**src/rtl/router_pkg.sv**
```systemverilog
// ============================================================================
// router_pkg : shared widths, header helpers and FIFO entry type for the router
// Rev 1.0
// ============================================================================
`default_nettype none

package router_pkg;

   localparam int ROUTER_DATA_W = 8;
   localparam int HDR_BIT       = ROUTER_DATA_W;

   typedef struct packed {
      logic                     hdr;
      logic [ROUTER_DATA_W-1:0] data;
   } fifo_entry_t;

   // Length field sits above the two destination-address bits of a header byte.
   function automatic logic [31:0] len_of(input logic [31:0] hdr_byte, input int data_w);
      logic [31:0] mask;
      mask = (data_w >= 32) ? 32'hFFFF_FFFF : ((32'd1 << data_w) - 32'd1);
      return (hdr_byte & mask) >> 2;
   endfunction

endpackage

`default_nettype wire

```
**src/rtl/router_pkt_fifo_if.sv**
```systemverilog
// ============================================================================
// router_pkt_fifo_if : write/read handshake and status bundle of the packet FIFO
// Rev 1.0
// ============================================================================
`default_nettype none

interface router_pkt_fifo_if
   import router_pkg::*;
#(
   parameter int DATA_W = ROUTER_DATA_W,
   parameter int DEPTH  = 16
) ();

   localparam int AW = $clog2(DEPTH);

   logic              wr_en;
   logic              lfd_state;
   logic [DATA_W-1:0] data_in;
   logic              rd_en;
   logic [DATA_W-1:0] data_out;
   logic              rd_valid;
   logic              pkt_last;
   logic              empty;
   logic              full;
   logic              almost_full;
   logic [AW:0]       count;
   logic              overflow;
   logic              underflow;

   modport master (
      output wr_en, lfd_state, data_in, rd_en,
      input  data_out, rd_valid, pkt_last, empty, full, almost_full, count,
             overflow, underflow
   );

   modport slave (
      input  wr_en, lfd_state, data_in, rd_en,
      output data_out, rd_valid, pkt_last, empty, full, almost_full, count,
             overflow, underflow
   );

endinterface

`default_nettype wire

```
**src/rtl/router_fifo_mem.sv**
```systemverilog
// ============================================================================
// router_fifo_mem : dual-port register array, synchronous write, async read
// Rev 1.0
// ============================================================================
`default_nettype none

module router_fifo_mem #(
   parameter  int WIDTH = 9,
   parameter  int DEPTH = 16,
   localparam int AW    = $clog2(DEPTH)
) (
   input  wire logic             clk,
   input  wire logic             we,
   input  wire logic [AW-1:0]    waddr,
   input  wire logic [WIDTH-1:0] wdata,
   input  wire logic [AW-1:0]    raddr,
   output      logic [WIDTH-1:0] rdata
);

   logic [WIDTH-1:0] mem_q [DEPTH];

   always_ff @(posedge clk) begin
      if (we) begin
         mem_q[waddr] <= wdata;
      end
   end

   assign rdata = mem_q[raddr];

endmodule

`default_nettype wire

```
**src/rtl/router_pkt_fifo.sv**
```systemverilog
// ============================================================================
// router_pkt_fifo : packet-aware FIFO with occupancy flags and read-side framing
// Rev 1.0
// ============================================================================
`default_nettype none

module router_pkt_fifo
   import router_pkg::*;
#(
   parameter int DATA_W   = ROUTER_DATA_W,
   parameter int DEPTH    = 16,
   parameter int AF_LEVEL = 14
) (
   input wire logic          clk,
   input wire logic          reset,
   input wire logic          soft_reset,
   router_pkt_fifo_if.slave  bus
);

   localparam int AW = $clog2(DEPTH);
   localparam int PW = DATA_W - 1;

   localparam logic [AW:0]   CNT_ONE  = (AW+1)'(1);
   localparam logic [AW:0]   CNT_FULL = (AW+1)'(DEPTH);
   localparam logic [AW:0]   CNT_AF   = (AW+1)'(AF_LEVEL);
   localparam logic [AW-1:0] PTR_ONE  = AW'(1);
   localparam logic [PW-1:0] PKT_ONE  = PW'(1);

   logic [AW-1:0]     wptr_q, wptr_d;
   logic [AW-1:0]     rptr_q, rptr_d;
   logic [AW:0]       count_q, count_d;
   logic [DATA_W-1:0] data_out_q, data_out_d;
   logic              rd_valid_q, rd_valid_d;
   logic              pkt_last_q, pkt_last_d;
   logic              overflow_q, overflow_d;
   logic              underflow_q, underflow_d;
   logic [PW-1:0]     pkt_cnt_q, pkt_cnt_d;

   logic              empty, full, wr_ok, rd_ok;
   logic [DATA_W:0]   rd_entry;
   logic [PW-1:0]     hdr_len;

   assign empty = (count_q == '0);
   assign full  = (count_q == CNT_FULL);
   assign wr_ok = bus.wr_en & ~full;
   assign rd_ok = bus.rd_en & ~empty;

   router_fifo_mem #(
      .WIDTH (DATA_W + 1),
      .DEPTH (DEPTH)
   ) u_mem (
      .clk   (clk),
      .we    (wr_ok & ~soft_reset),
      .waddr (wptr_q),
      .wdata ({bus.lfd_state, bus.data_in}),
      .raddr (rptr_q),
      .rdata (rd_entry)
   );

   assign hdr_len = PW'(len_of(32'(rd_entry[DATA_W-1:0]), DATA_W));

   always_comb begin
      wptr_d      = wptr_q;
      rptr_d      = rptr_q;
      count_d     = count_q;
      data_out_d  = data_out_q;
      rd_valid_d  = 1'b0;
      pkt_last_d  = pkt_last_q;
      overflow_d  = overflow_q;
      underflow_d = underflow_q;
      pkt_cnt_d   = pkt_cnt_q;

      if (soft_reset) begin
         wptr_d      = '0;
         rptr_d      = '0;
         count_d     = '0;
         data_out_d  = '0;
         pkt_last_d  = 1'b0;
         overflow_d  = 1'b0;
         underflow_d = 1'b0;
         pkt_cnt_d   = '0;
      end else begin
         overflow_d  = overflow_q  | (bus.wr_en & full);
         underflow_d = underflow_q | (bus.rd_en & empty);
         rd_valid_d  = rd_ok;

         if (wr_ok) begin
            wptr_d = wptr_q + PTR_ONE;
         end

         if (rd_ok) begin
            rptr_d     = rptr_q + PTR_ONE;
            data_out_d = rd_entry[DATA_W-1:0];
            // Header reload includes one extra byte for the trailing parity.
            if (rd_entry[DATA_W]) begin
               pkt_cnt_d  = hdr_len + PKT_ONE;
               pkt_last_d = 1'b0;
            end else begin
               pkt_last_d = (pkt_cnt_q == PKT_ONE);
               if (pkt_cnt_q != '0) begin
                  pkt_cnt_d = pkt_cnt_q - PKT_ONE;
               end
            end
         end

         case ({wr_ok, rd_ok})
            2'b10:   count_d = count_q + CNT_ONE;
            2'b01:   count_d = count_q - CNT_ONE;
            default: count_d = count_q;
         endcase
      end
   end

   always_ff @(posedge clk or posedge reset) begin
      if (reset) begin
         wptr_q      <= '0;
         rptr_q      <= '0;
         count_q     <= '0;
         data_out_q  <= '0;
         rd_valid_q  <= 1'b0;
         pkt_last_q  <= 1'b0;
         overflow_q  <= 1'b0;
         underflow_q <= 1'b0;
         pkt_cnt_q   <= '0;
      end else begin
         wptr_q      <= wptr_d;
         rptr_q      <= rptr_d;
         count_q     <= count_d;
         data_out_q  <= data_out_d;
         rd_valid_q  <= rd_valid_d;
         pkt_last_q  <= pkt_last_d;
         overflow_q  <= overflow_d;
         underflow_q <= underflow_d;
         pkt_cnt_q   <= pkt_cnt_d;
      end
   end

   assign bus.data_out    = data_out_q;
   assign bus.rd_valid    = rd_valid_q;
   assign bus.pkt_last    = pkt_last_q;
   assign bus.empty       = empty;
   assign bus.full        = full;
   assign bus.almost_full = (count_q >= CNT_AF);
   assign bus.count       = count_q;
   assign bus.overflow    = overflow_q;
   assign bus.underflow   = underflow_q;

endmodule

`default_nettype wire
```
**src/flat_wrapper.sv**
```systemverilog
// flat-port wrapper written by rule: the top's interface ports become plain ports
module router_pkt_fifo_flat import router_pkg::*;
#(
   parameter int DATA_W   = ROUTER_DATA_W,
   parameter int DEPTH    = 16,
   parameter int AF_LEVEL = 14
)
  (clk, reset, soft_reset, bus_wr_en, bus_lfd_state, bus_data_in, bus_rd_en, bus_data_out, bus_rd_valid, bus_pkt_last, bus_empty, bus_full, bus_almost_full, bus_count, bus_overflow, bus_underflow);
  router_pkt_fifo_if #(.DATA_W(DATA_W), .DEPTH(DEPTH)) bus_i ();
  input wire logic clk;
  input wire logic reset;
  input wire logic soft_reset;
  input wire logic [$bits(bus_i.wr_en)-1:0] bus_wr_en;
  input wire logic [$bits(bus_i.lfd_state)-1:0] bus_lfd_state;
  input wire logic [$bits(bus_i.data_in)-1:0] bus_data_in;
  input wire logic [$bits(bus_i.rd_en)-1:0] bus_rd_en;
  output wire logic [$bits(bus_i.data_out)-1:0] bus_data_out;
  output wire logic [$bits(bus_i.rd_valid)-1:0] bus_rd_valid;
  output wire logic [$bits(bus_i.pkt_last)-1:0] bus_pkt_last;
  output wire logic [$bits(bus_i.empty)-1:0] bus_empty;
  output wire logic [$bits(bus_i.full)-1:0] bus_full;
  output wire logic [$bits(bus_i.almost_full)-1:0] bus_almost_full;
  output wire logic [$bits(bus_i.count)-1:0] bus_count;
  output wire logic [$bits(bus_i.overflow)-1:0] bus_overflow;
  output wire logic [$bits(bus_i.underflow)-1:0] bus_underflow;
  assign bus_i.wr_en = bus_wr_en;
  assign bus_i.lfd_state = bus_lfd_state;
  assign bus_i.data_in = bus_data_in;
  assign bus_i.rd_en = bus_rd_en;
  assign bus_data_out = bus_i.data_out;
  assign bus_rd_valid = bus_i.rd_valid;
  assign bus_pkt_last = bus_i.pkt_last;
  assign bus_empty = bus_i.empty;
  assign bus_full = bus_i.full;
  assign bus_almost_full = bus_i.almost_full;
  assign bus_count = bus_i.count;
  assign bus_overflow = bus_i.overflow;
  assign bus_underflow = bus_i.underflow;
  router_pkt_fifo #(.DATA_W(DATA_W), .DEPTH(DEPTH), .AF_LEVEL(AF_LEVEL)) u_core (.clk(clk), .reset(reset), .soft_reset(soft_reset), .bus(bus_i));
endmodule
```
**config.mk**
```make
export PLATFORM = sky130hd
export DESIGN_NAME = router_pkt_fifo_flat
export DESIGN_NICKNAME = d
export VERILOG_FILES = /design/src/rtl/router_pkg.sv /design/src/rtl/router_pkt_fifo_if.sv /design/src/rtl/router_fifo_mem.sv /design/src/rtl/router_pkt_fifo.sv /design/src/flat_wrapper.sv
export SDC_FILE = /design/constraint.sdc
export NUM_CORES = 1
export LEC_CHECK = 0
export CORE_AREA = 3 3 141 143
export DETAILED_ROUTE_END_ITERATION = 10
export DIE_AREA = 0 0 144 146
export PLACE_DENSITY_LB_ADDON = 0.15
export REMOVE_ABC_BUFFERS = 1
export SLEW_MARGIN = 5
export SYNTH_ARGS = -nofsm -noshare
export SYNTH_HDL_FRONTEND = slang
export SYNTH_SLANG_ARGS = --single-unit
```
**constraint.sdc**
```tcl
create_clock -name clk -period 3.2 [get_ports clk]
set_input_delay 0.32 -clock clk [delete_from_list [all_inputs] [get_ports clk]]
set_output_delay 0.32 -clock clk [all_outputs]
set_load 0.1 [all_outputs]
```
* Word level (Yosys, flattened, before mapping) *
Memory sizes are Yosys's and may differ from the RTL's.
Index checks and enable logic that the tools add are counted.

cells by class
  add/subtract/negate cells = 6
  multipliers = 0
  bitwise gates (word level) = 10
  div/mod/pow operators = 0
  reductions and logical operators = 7
  multiplexer cells = 20
  equal/unequal tests = 4
  shifts and indexed selects = 0
  $lt $le $gt $ge = 1

operators by type and width
  operator                                                               count
  7-bit two-way mux                                                      4
  4-bit two-way mux                                                      4
  8-bit two-way mux                                                      2
  5-bit case mux with 2 select lines                                     1
  4-bit by 1-bit adder with 4-bit output, second input constant          2
  1-bit two-way mux                                                      8
  6-bit by 1-bit adder with 7-bit output, second input constant          1
  7-bit by 1-bit equality test with 1-bit output, second input constant  1
  7-bit nonzero test                                                     1
  7-bit by 1-bit subtractor with 7-bit output, second input constant     1
  3-bit nonzero test                                                     2
  5-bit by 1-bit adder with 5-bit output, second input constant          1
  1-bit AND                                                              5
  5-bit equality test, second input constant                             1
  5-bit by 4-bit >= comparator with 1-bit output, second input constant  1
  5-bit zero test                                                        1
  5-bit two-way mux                                                      1
  5-bit by 1-bit subtractor with 5-bit output, second input constant     1
  2-bit nonzero test                                                     2
  1-bit NOT                                                              3
  2-bit by 1-bit equality test with 1-bit output, second input constant  1
  2-bit equality test, second input constant                             1
  1-bit bitwise OR                                                       2
  2-bit AND reduction                                                    1

storage, ports and cells
  input port bits = 14
  memory bits (read-only) = 0
  flip-flop bits (word level) = 32
  memories kept = 1
  RAM bits = 144
  bits in latches = 0
  word-level logic and storage cells = 58
  output and inout bits = 20

memories
  memory              words  bits a word  rd ports  clocked after Yosys merged registers in  write ports  line                   RTL
  u_core.u_mem.mem_q  16     9            1         0                                        1            router_fifo_mem.sv:20  logic [WIDTH-1:0] mem_q [DEPTH];

* Depth between registers and ports, before layout *
Gate-level depths: netlist (run 1).

  word-level depth = 6
  gate-level depth with buffers = 14
  depth with buffers taken out = 13

* Hierarchy *
From an unflattened synthesis (run 1), not the netlist that was laid out.

second synthesis, totals
  cell total of the unflattened synthesis = 449
  area total of the unflattened synthesis = 7433.4 um^2

by module, submodules not included
  module           area each (um^2)  times used  seq. area each (um^2)  cells each
  router_fifo_mem  5600.4            1           4324.1                 245
  router_pkt_fifo  1833.0            1           800.8                  204

* Worst setup path after synthesis (run 1) *
Ideal clock, no wire load.

  kind = reg-to-reg
  from = register u_core.count_q[1] (netlist: u_core.bus.count[1])
  to = register u_core.count_q[4] (netlist: u_core.bus.count[4])
  required time = 3.068 ns
  stages on the path, launching flop included = 14
  path slack = -1.599 ns
  arrival time = 4.668 ns
  setup time = 0.132 ns
  clock period less this slack = 4.799 ns
  buffers on the path = 1
  path through = dfrtp_1 -> buf_2 -> or4_1 -> nor2_1 -> nor2b_1 -> nand2_2 -> inv_2 -> xor2_1 -> ha_1 -> or3_1 -> a31oi_1 -> mux2i_1 -> xnor2_1 -> nor2_1

on the way
  word-level cells in the longest chain between the ends = 6
  elaborated cells between the ends (all ways) = 13
  those cells by class = add/sub: 2; eq/ne: 3; mux: 2; bitwise: 4; reduce/logical: 2

RTL lines
  item                                                                                   line                    RTL
  start, declared                                                                        router_pkt_fifo.sv:31   logic [AW:0] count_q, count_d;
  start signal, assigned                                                                 router_pkt_fifo.sv:128  count_q <= count_d;
  5-bit zero test (*)                                                                    router_pkt_fifo.sv:43   assign empty = (count_q == '0);
  named net bus_empty                                                                    flat_wrapper.sv:20      output wire logic [$bits(bus_i.empty)-1:0] bus_empty;
  1-bit NOT (*)                                                                          router_pkt_fifo.sv:46   assign rd_ok = bus.rd_en & ~empty;
  1-bit AND (*)                                                                          router_pkt_fifo.sv:46
  2-bit by 1-bit equality test with 1-bit output or 2-bit equality test (tied branches)  router_pkt_fifo.sv:106  case ({wr_ok, rd_ok})
  5-bit case mux with 2 select lines                                                     router_pkt_fifo.sv:106
  5-bit two-way mux                                                                      router_pkt_fifo.sv:73   if (soft_reset) begin

Mark *: on every way through the listed nets, which the timed path passes. The rest lies on a longest branch.
A chain may end at the register's enable or synchronous reset.

* Final worst setup path (run 1) *
  from = register u_core.count_q[3] (netlist: u_core.bus.count[3])
  to = register u_core.count_q[4] (netlist: u_core.bus.count[4])

on the way
  word-level cells in the longest chain between the ends = 6
  elaborated cells between the ends (all ways) = 13
  those cells by class = add/sub: 2; eq/ne: 3; mux: 2; bitwise: 4; reduce/logical: 2

RTL lines
  item                                                                                   line
  5-bit equality test or 5-bit zero test (tied branches)                                 router_pkt_fifo.sv:44, router_pkt_fifo.sv:43
  1-bit NOT, on equally long branches                                                    router_pkt_fifo.sv:45, router_pkt_fifo.sv:46
  1-bit AND, on equally long branches                                                    router_pkt_fifo.sv:45, router_pkt_fifo.sv:46
  2-bit by 1-bit equality test with 1-bit output or 2-bit equality test (tied branches)  router_pkt_fifo.sv:106
  5-bit case mux with 2 select lines                                                     router_pkt_fifo.sv:106
  5-bit two-way mux                                                                      router_pkt_fifo.sv:73

Several ways; a longest one is shown, not always the timed one.

==> flow_metrics.env, run 1 <==
export IMPL_outcome="complete, no violations"
export IMPL_syn_avg_cell_area_um2=16.4
export IMPL_required_ps=3510
export IMPL_combPwrFrac_pct=34.2
export IMPL_clock_power_share_pct=27.0
export IMPL_clockBufferDepth=2
export IMPL_grt_pass1_wl_mm=25.4
export IMPL_synthTopCellsByArea="edfxtp_1 58%, dfrtp_1 11%, mux4_2 7.8%"
export IMPL_dp_hpwl_mm=10.8
export IMPL_htreeDepth=4
export IMPL_finalClockSkew_ps=4.98
export IMPL_ys_ff_latch=176
export IMPL_fmax_ghz=0.337
export IMPL_reg2reg_depth=12
export IMPL_vias=4213
export IMPL_root_buffer="clkbuf_16"
export IMPL_ys_warn_count=0
export IMPL_wl_per_cell_um=21.8
export IMPL_rows=50
export IMPL_fp_dieW_um=144
export IMPL_cp_slowest_stage_delay_ps=590
export IMPL_final_nets=543
export IMPL_crit_type="flop to flop"
export IMPL_layout_common_cells="144 x edfxtp_1, 37 x buf_4, 33 x nor2_1"
export IMPL_drcViolationCount=0
export IMPL_power_density_nw_per_um2=821
export IMPL_cts_hold_buffers=0
export IMPL_routabilityCongestion=0.799
export IMPL_finalSetupViolCount=0
export IMPL_ir_drop_mv=0.374
export IMPL_grt_setup_unrepaired="no"
export IMPL_layout_commonest_cell="edfxtp_1"
export IMPL_ys_flop_type="edfxtp_1"
export IMPL_cp_cell_sequence="or4_1, nor2_1, nor2b_1, nand2_2, inv_2, xor2_1, ha_1, or3_1, a31oi_1, mux2i_1, xnor2_1, nor2_1"
export IMPL_antenna_found_initial=0
export IMPL_cts_tree="done"
export IMPL_cp_slowest_cell="or4_1"
export IMPL_synth_top_cell_area_share_pct=57.7
export IMPL_drv_cap=0
export IMPL_async_flop_share_pct=18.2
export IMPL_antenna_left=0
export IMPL_totalWireLength_mm=16.7
export IMPL_setup_tns_ps=0
export IMPL_finalCritPeriodShare_pct=92.8
export IMPL_worstSetupStartpointType="flop"
export IMPL_end_kind="flop"
export IMPL_die_area_um2=21000
export IMPL_diodes=0
export IMPL_worst_slew_pin_slew_ps=970
export IMPL_power_share_sequential_pct=38.8
export IMPL_power_mw=7.17
export IMPL_dr_first_iter_drc_count=367
export IMPL_regToRegEndpoint="u_core.bus.count[4]"
export IMPL_yosysTopAreaCell="edfxtp_1"
export IMPL_clk_latency_ps=420
export IMPL_start_util_pct=40.1
export IMPL_clock_sinks=176
export IMPL_netlist_instances=458
export IMPL_grt_pass1_vias=4215
export IMPL_post_place_ws_ps=225
export IMPL_worstSetupEndpoint="u_core.bus.count[4]"
export IMPL_slew_headroom_pct=35.1
export IMPL_worst_hold_slack_ps=352
export IMPL_synth_edf_count=144
export IMPL_crit_path_start="u_core.bus.count[3]"
export IMPL_grt_total_usage_pct=16.4
export IMPL_r2r_slack_ps=230
export IMPL_firstDrtPassIters=4
export IMPL_r2r_start="u_core.bus.count[3]"
export IMPL_drv_slew=0
export IMPL_synth_cell_types=52
export IMPL_coreArea_um2=18700
export IMPL_postCtsSetupBuffers=0
export IMPL_clkTransAtPathRegs_ps=70
export IMPL_finalHoldViolations=0
export IMPL_leakage_nw=3.09
export IMPL_die_h_um=146
export IMPL_cp_buffers_inverters=1
export IMPL_ios=34
export IMPL_switching_share_pct=37.0
export IMPL_cts_buffers=17
export IMPL_syn_area_um2=7490
export IMPL_crit_family="simple AND/OR/NAND/NOR gates"
export IMPL_crit_top_cell="nor2_1"
export IMPL_area_growth_pct=16.5
export IMPL_holdCritPathClass="primary input to async pin"
export IMPL_grt_ovfl_total=0
export IMPL_switching_power_mw=2.65
export IMPL_ys_seq_area_share_pct=68.4
export IMPL_cp_arrival_ps=3280
export IMPL_internal_power_mw=4.52
export IMPL_routed_via_density=5.50
export IMPL_grt_start_max_net_pins=24
export IMPL_post_route_min_period_ps=2970
export IMPL_fin_ws_ps=231
export IMPL_io_buffers=33
export IMPL_worstSetupPathDepth=12
export IMPL_path_max_fanout=6
export IMPL_drive_above_1_share_pct=19.9
export IMPL_post_cts_resize_count=0
==> synth_stat cells, drive strengths merged (10+ instances only) <==
cell,n
a21oi,20
nand2,33
buf,15
o21ai,10
and3,14
nor2,33
ha,10
mux2i,12
edfxtp,144
a22oi,12
mux4,33
dfrtp,32
==> power by group through the flow <==
stage	Combinational, mW	Sequential (mW)	Clock, mW
2_1_floorplan	1.24	3.40	0
3_3_place_gp	2.45	2.82	0
3_5_place_dp	2.47	2.83	0
4_1_cts	2.48	2.78	1.98
5_1_grt	2.62	2.80	2.08
6_report	2.45	2.78	1.93
==> metrics by stage <==
stage	instances	util [%]	area, um2
after floorplan	436	-	7330
after global routing	766	46.6	8730
after CTS	766	46.6	8730
final	766	46.6	8730
after detailed placement	734	43.7	8170
after global placement	734	43.7	8170
==> state kept, by name (all words and copies together) (netlist names) <==
name	count
u_core.wptr_q	4
u_core.bus.data_out	8
u_core.bus.pkt_last	1
u_core.bus.rd_valid	1
u_core.u_mem.mem_q	144
u_core.rptr_q	4
u_core.bus.count	5
u_core.bus.overflow	1
u_core.pkt_cnt_q	7
u_core.bus.underflow	1
==> routing by layer <==
layer | vias up | routed length [um] | global-route usage (%)
li1 | 1912 | - | -
met1 | 2181 | 7350 | 22.3
met2 | 106 | 8360 | 26.8
met3 | 14 | 779 | 3.75
met4 | 0 | 187 | 3.95
met5 | - | 0 | 0
==> area by class of cell <==
cell class | instances | area, um2
multi-input cells | 251 | 2170
inverters | 9 | 33.8
well taps | 234 | 293
clock inverters | 15 | 129
repair buffers | 64 | 548
fillers | 1596 | 9980
clock buffers | 17 | 425
flip-flops and latches | 176 | 5130
==> logic make-up (layout without fill, tap and decap cells) <==
family          after synthesis  count (layout)  share of synthesized area, %
compound gates               63              63                          5.90
xor+xnor                     15              15                          1.75
buf+inv                      31             105                          2.62
simple gates                118             118                          7.78
fa+ha+maj                    10              10                          1.67
mux                          45              45                          11.9
flops                       176             176                          68.4
==> worst min path at each step <==
| stage | end | cells past startpoint | startpoint |
|---|---|---|---|
| floorplan | u_core.bus.count[1] | 1 | soft_reset |
| global placement | u_core.bus.underflow | 2 | u_core.bus.underflow |
| detailed placement | u_core.bus.underflow | 2 | u_core.bus.underflow |
| CTS | u_core.bus.data_out[4] | 2 | reset |
| global route | u_core.bus.data_out[4] | 2 | reset |
| finish | u_core.rptr_q[2] | 2 | reset |
Power figures use the tool's default switching activity.
==> run 2: changes to the inputs <==
--- a/config.mk
+++ b/config.mk
@@ -10,7 +10,7 @@
 export DIE_AREA = 0 0 144 146
 export PLACE_DENSITY_LB_ADDON = 0.15
 export REMOVE_ABC_BUFFERS = 1
-export SLEW_MARGIN = 5
+export SLEW_MARGIN = 40
 export SYNTH_ARGS = -nofsm -noshare
 export SYNTH_HDL_FRONTEND = slang
 export SYNTH_SLANG_ARGS = --single-unit
==> flow_metrics.env, run 2 (synthesized netlist as in run 1, its figures left out) <==
export IMPL_end_kind="flop"
export IMPL_totalWireLength_mm=16.8
export IMPL_clock_sinks=176
export IMPL_finalCritPeriodShare_pct=92.5
export IMPL_die_area_um2=21000
export IMPL_final_nets=543
export IMPL_area_growth_pct=15.8
export IMPL_finalClockSkew_ps=8.41
export IMPL_firstDrtPassIters=5
export IMPL_worst_slew_pin_slew_ps=676
export IMPL_routed_via_density=5.43
export IMPL_cp_slowest_stage_delay_ps=580
export IMPL_crit_top_cell="nor2_1"
export IMPL_root_buffer="clkbuf_16"
export IMPL_path_max_fanout=6
export IMPL_vias=4160
export IMPL_grt_total_usage_pct=16.6
export IMPL_grt_pass1_wl_mm=25.5
export IMPL_crit_type="flop to flop"
export IMPL_io_buffers=33
export IMPL_cts_tree="done"
export IMPL_grt_setup_unrepaired="no"
export IMPL_slew_headroom_pct=54.8
export IMPL_ir_drop_mv=0.393
export IMPL_start_util_pct=40.1
export IMPL_cts_buffers=17
export IMPL_clkTransAtPathRegs_ps=70
export IMPL_postCtsSetupBuffers=0
export IMPL_antenna_left=0
export IMPL_drcViolationCount=0
export IMPL_cp_slowest_cell="or4_1"
export IMPL_layout_common_cells="144 x edfxtp_1, 37 x buf_4, 33 x nor2_1"
export IMPL_drive_above_1_share_pct=22.4
export IMPL_layout_commonest_cell="edfxtp_1"
export IMPL_crit_family="simple AND/OR/NAND/NOR gates"
export IMPL_outcome="complete, no violations"
export IMPL_clk_latency_ps=430
export IMPL_drv_cap=0
export IMPL_layout_cells_non_filler=766
export IMPL_cts_hold_buffers=0
export IMPL_rows=50
export IMPL_antenna_found_initial=0
export IMPL_diodes=0
export IMPL_routabilityCongestion=0.799
export IMPL_ios=34
export IMPL_cp_buffers_inverters=1
export IMPL_fmax_ghz=0.338
export IMPL_post_route_min_period_ps=2960
export IMPL_power_density_nw_per_um2=831
export IMPL_largest_reg_flops=144
export IMPL_dp_hpwl_mm=10.9
export IMPL_regMostFlops="u_core.u_mem.mem_q"
export IMPL_coreArea_um2=18700
export IMPL_clockBufferDepth=2
export IMPL_htreeDepth=4
export IMPL_grt_ovfl_total=0
export IMPL_grt_start_max_net_pins=24
export IMPL_grt_pass1_vias=4214
export IMPL_leakage_nw=3.12
export IMPL_fp_dieW_um=144
export IMPL_holdCritPathClass="primary input to async pin"
export IMPL_die_h_um=146
export IMPL_finalHoldViolations=0
export IMPL_drv_slew=0
export IMPL_dr_first_iter_drc_count=323
export IMPL_reg2reg_depth=12
export IMPL_cp_cell_sequence="or4_1, nor2_1, nor2b_1, nand2_2, inv_2, xor2_1, ha_1, or3_1, a31oi_1, mux2i_1, xnor2_1, nor2_1"
export IMPL_worstSetupStartpointType="flop"
export IMPL_placedCellCount=734
export IMPL_cp_arrival_ps=3270
export IMPL_wl_per_cell_um=21.9
export IMPL_worst_hold_slack_ps=215
export IMPL_finalSetupViolCount=0
export IMPL_required_ps=3510
export IMPL_post_cts_resize_count=0
export IMPL_worstSetupPathDepth=12
export IMPL_nFillCells=1621
==> run 2: changes by cell type in the layout (fill, tap and decap cells not counted), moves of 2 or more <==
cell / change
buf_2: +14
clkbuf_1: +2
clkdlybuf4s50_1: -14
clkinv_2: -2
clkinv_4: -3
inv_6: +2
inv_8: +2
==> run 2: worst register-to-register path, cell delays in order, from the launching register on <==
cell     delay, ps
dfrtp_1        440
or4_1          580
nor2_1         200
nor2b_1        100
nand2_2        130
inv_2           70
xor2_1         150
ha_1           220
or3_1          320
a31oi_1        210
mux2i_1        240
xnor2_1        140
nor2_1          50
==> run 2: metrics by stage <==
step	util, %	setup slack, ps	power [mW]	TNS (ps)	area, um2
final	46.4	241	7.21	0	8670
after global routing	46.4	38.4	7.55	0	8670
after CTS	46.4	217	7.28	0	8670
after detailed placement	43.3	249	5.25	0	8100
after global placement	43.7	318	5.28	0	8170
after floorplan	-	-1830	4.64	-14550	7330
==> run 2: worst paths after layout <==
kind | startpoint | to | slack [ps]
hold / removal | reset | u_core.bus.data_out[7] | 210
max in group asynchronous | reset | u_core.bus.count[0] | 2440
setup / recovery | u_core.bus.count[3] | u_core.bus.count[4] | 240
hold reg to reg | u_core.bus.underflow | u_core.bus.underflow | 490
setup reg to reg | u_core.bus.count[3] | u_core.bus.count[4] | 240
min in group clk | u_core.bus.underflow | u_core.bus.underflow | 490
==> run 2: layout make-up <==
class	instances	area (um2)	area share (%)
inverter	9	33.8	0.389
multi-input combinational	251	2170	25.0
timing repair buffer	64	478	5.51
clock buffer	19	433	4.99
tap	234	293	3.38
sequential	176	5130	59.1
clock inverter	13	139	1.60
==> run 2: report_power, final <==
part / internal [mW] / total [mW] / switching [mW] / leakage, nW
clock network: 1.11 / 2.03 / 0.923 / 0.279
logic: 0.819 / 2.41 / 1.59 / 1.11
registers: 2.62 / 2.78 / 0.152 / 1.73
==> run 2: layer usage <==
metal	global-route usage, %	up-vias	part of all wire [%]
met5	0	-	0
met4	4.57	0	1.8
met3	5.13	16	4.9
met2	26.3	102	49
met1	22.3	2136	45
li1	-	1906	-
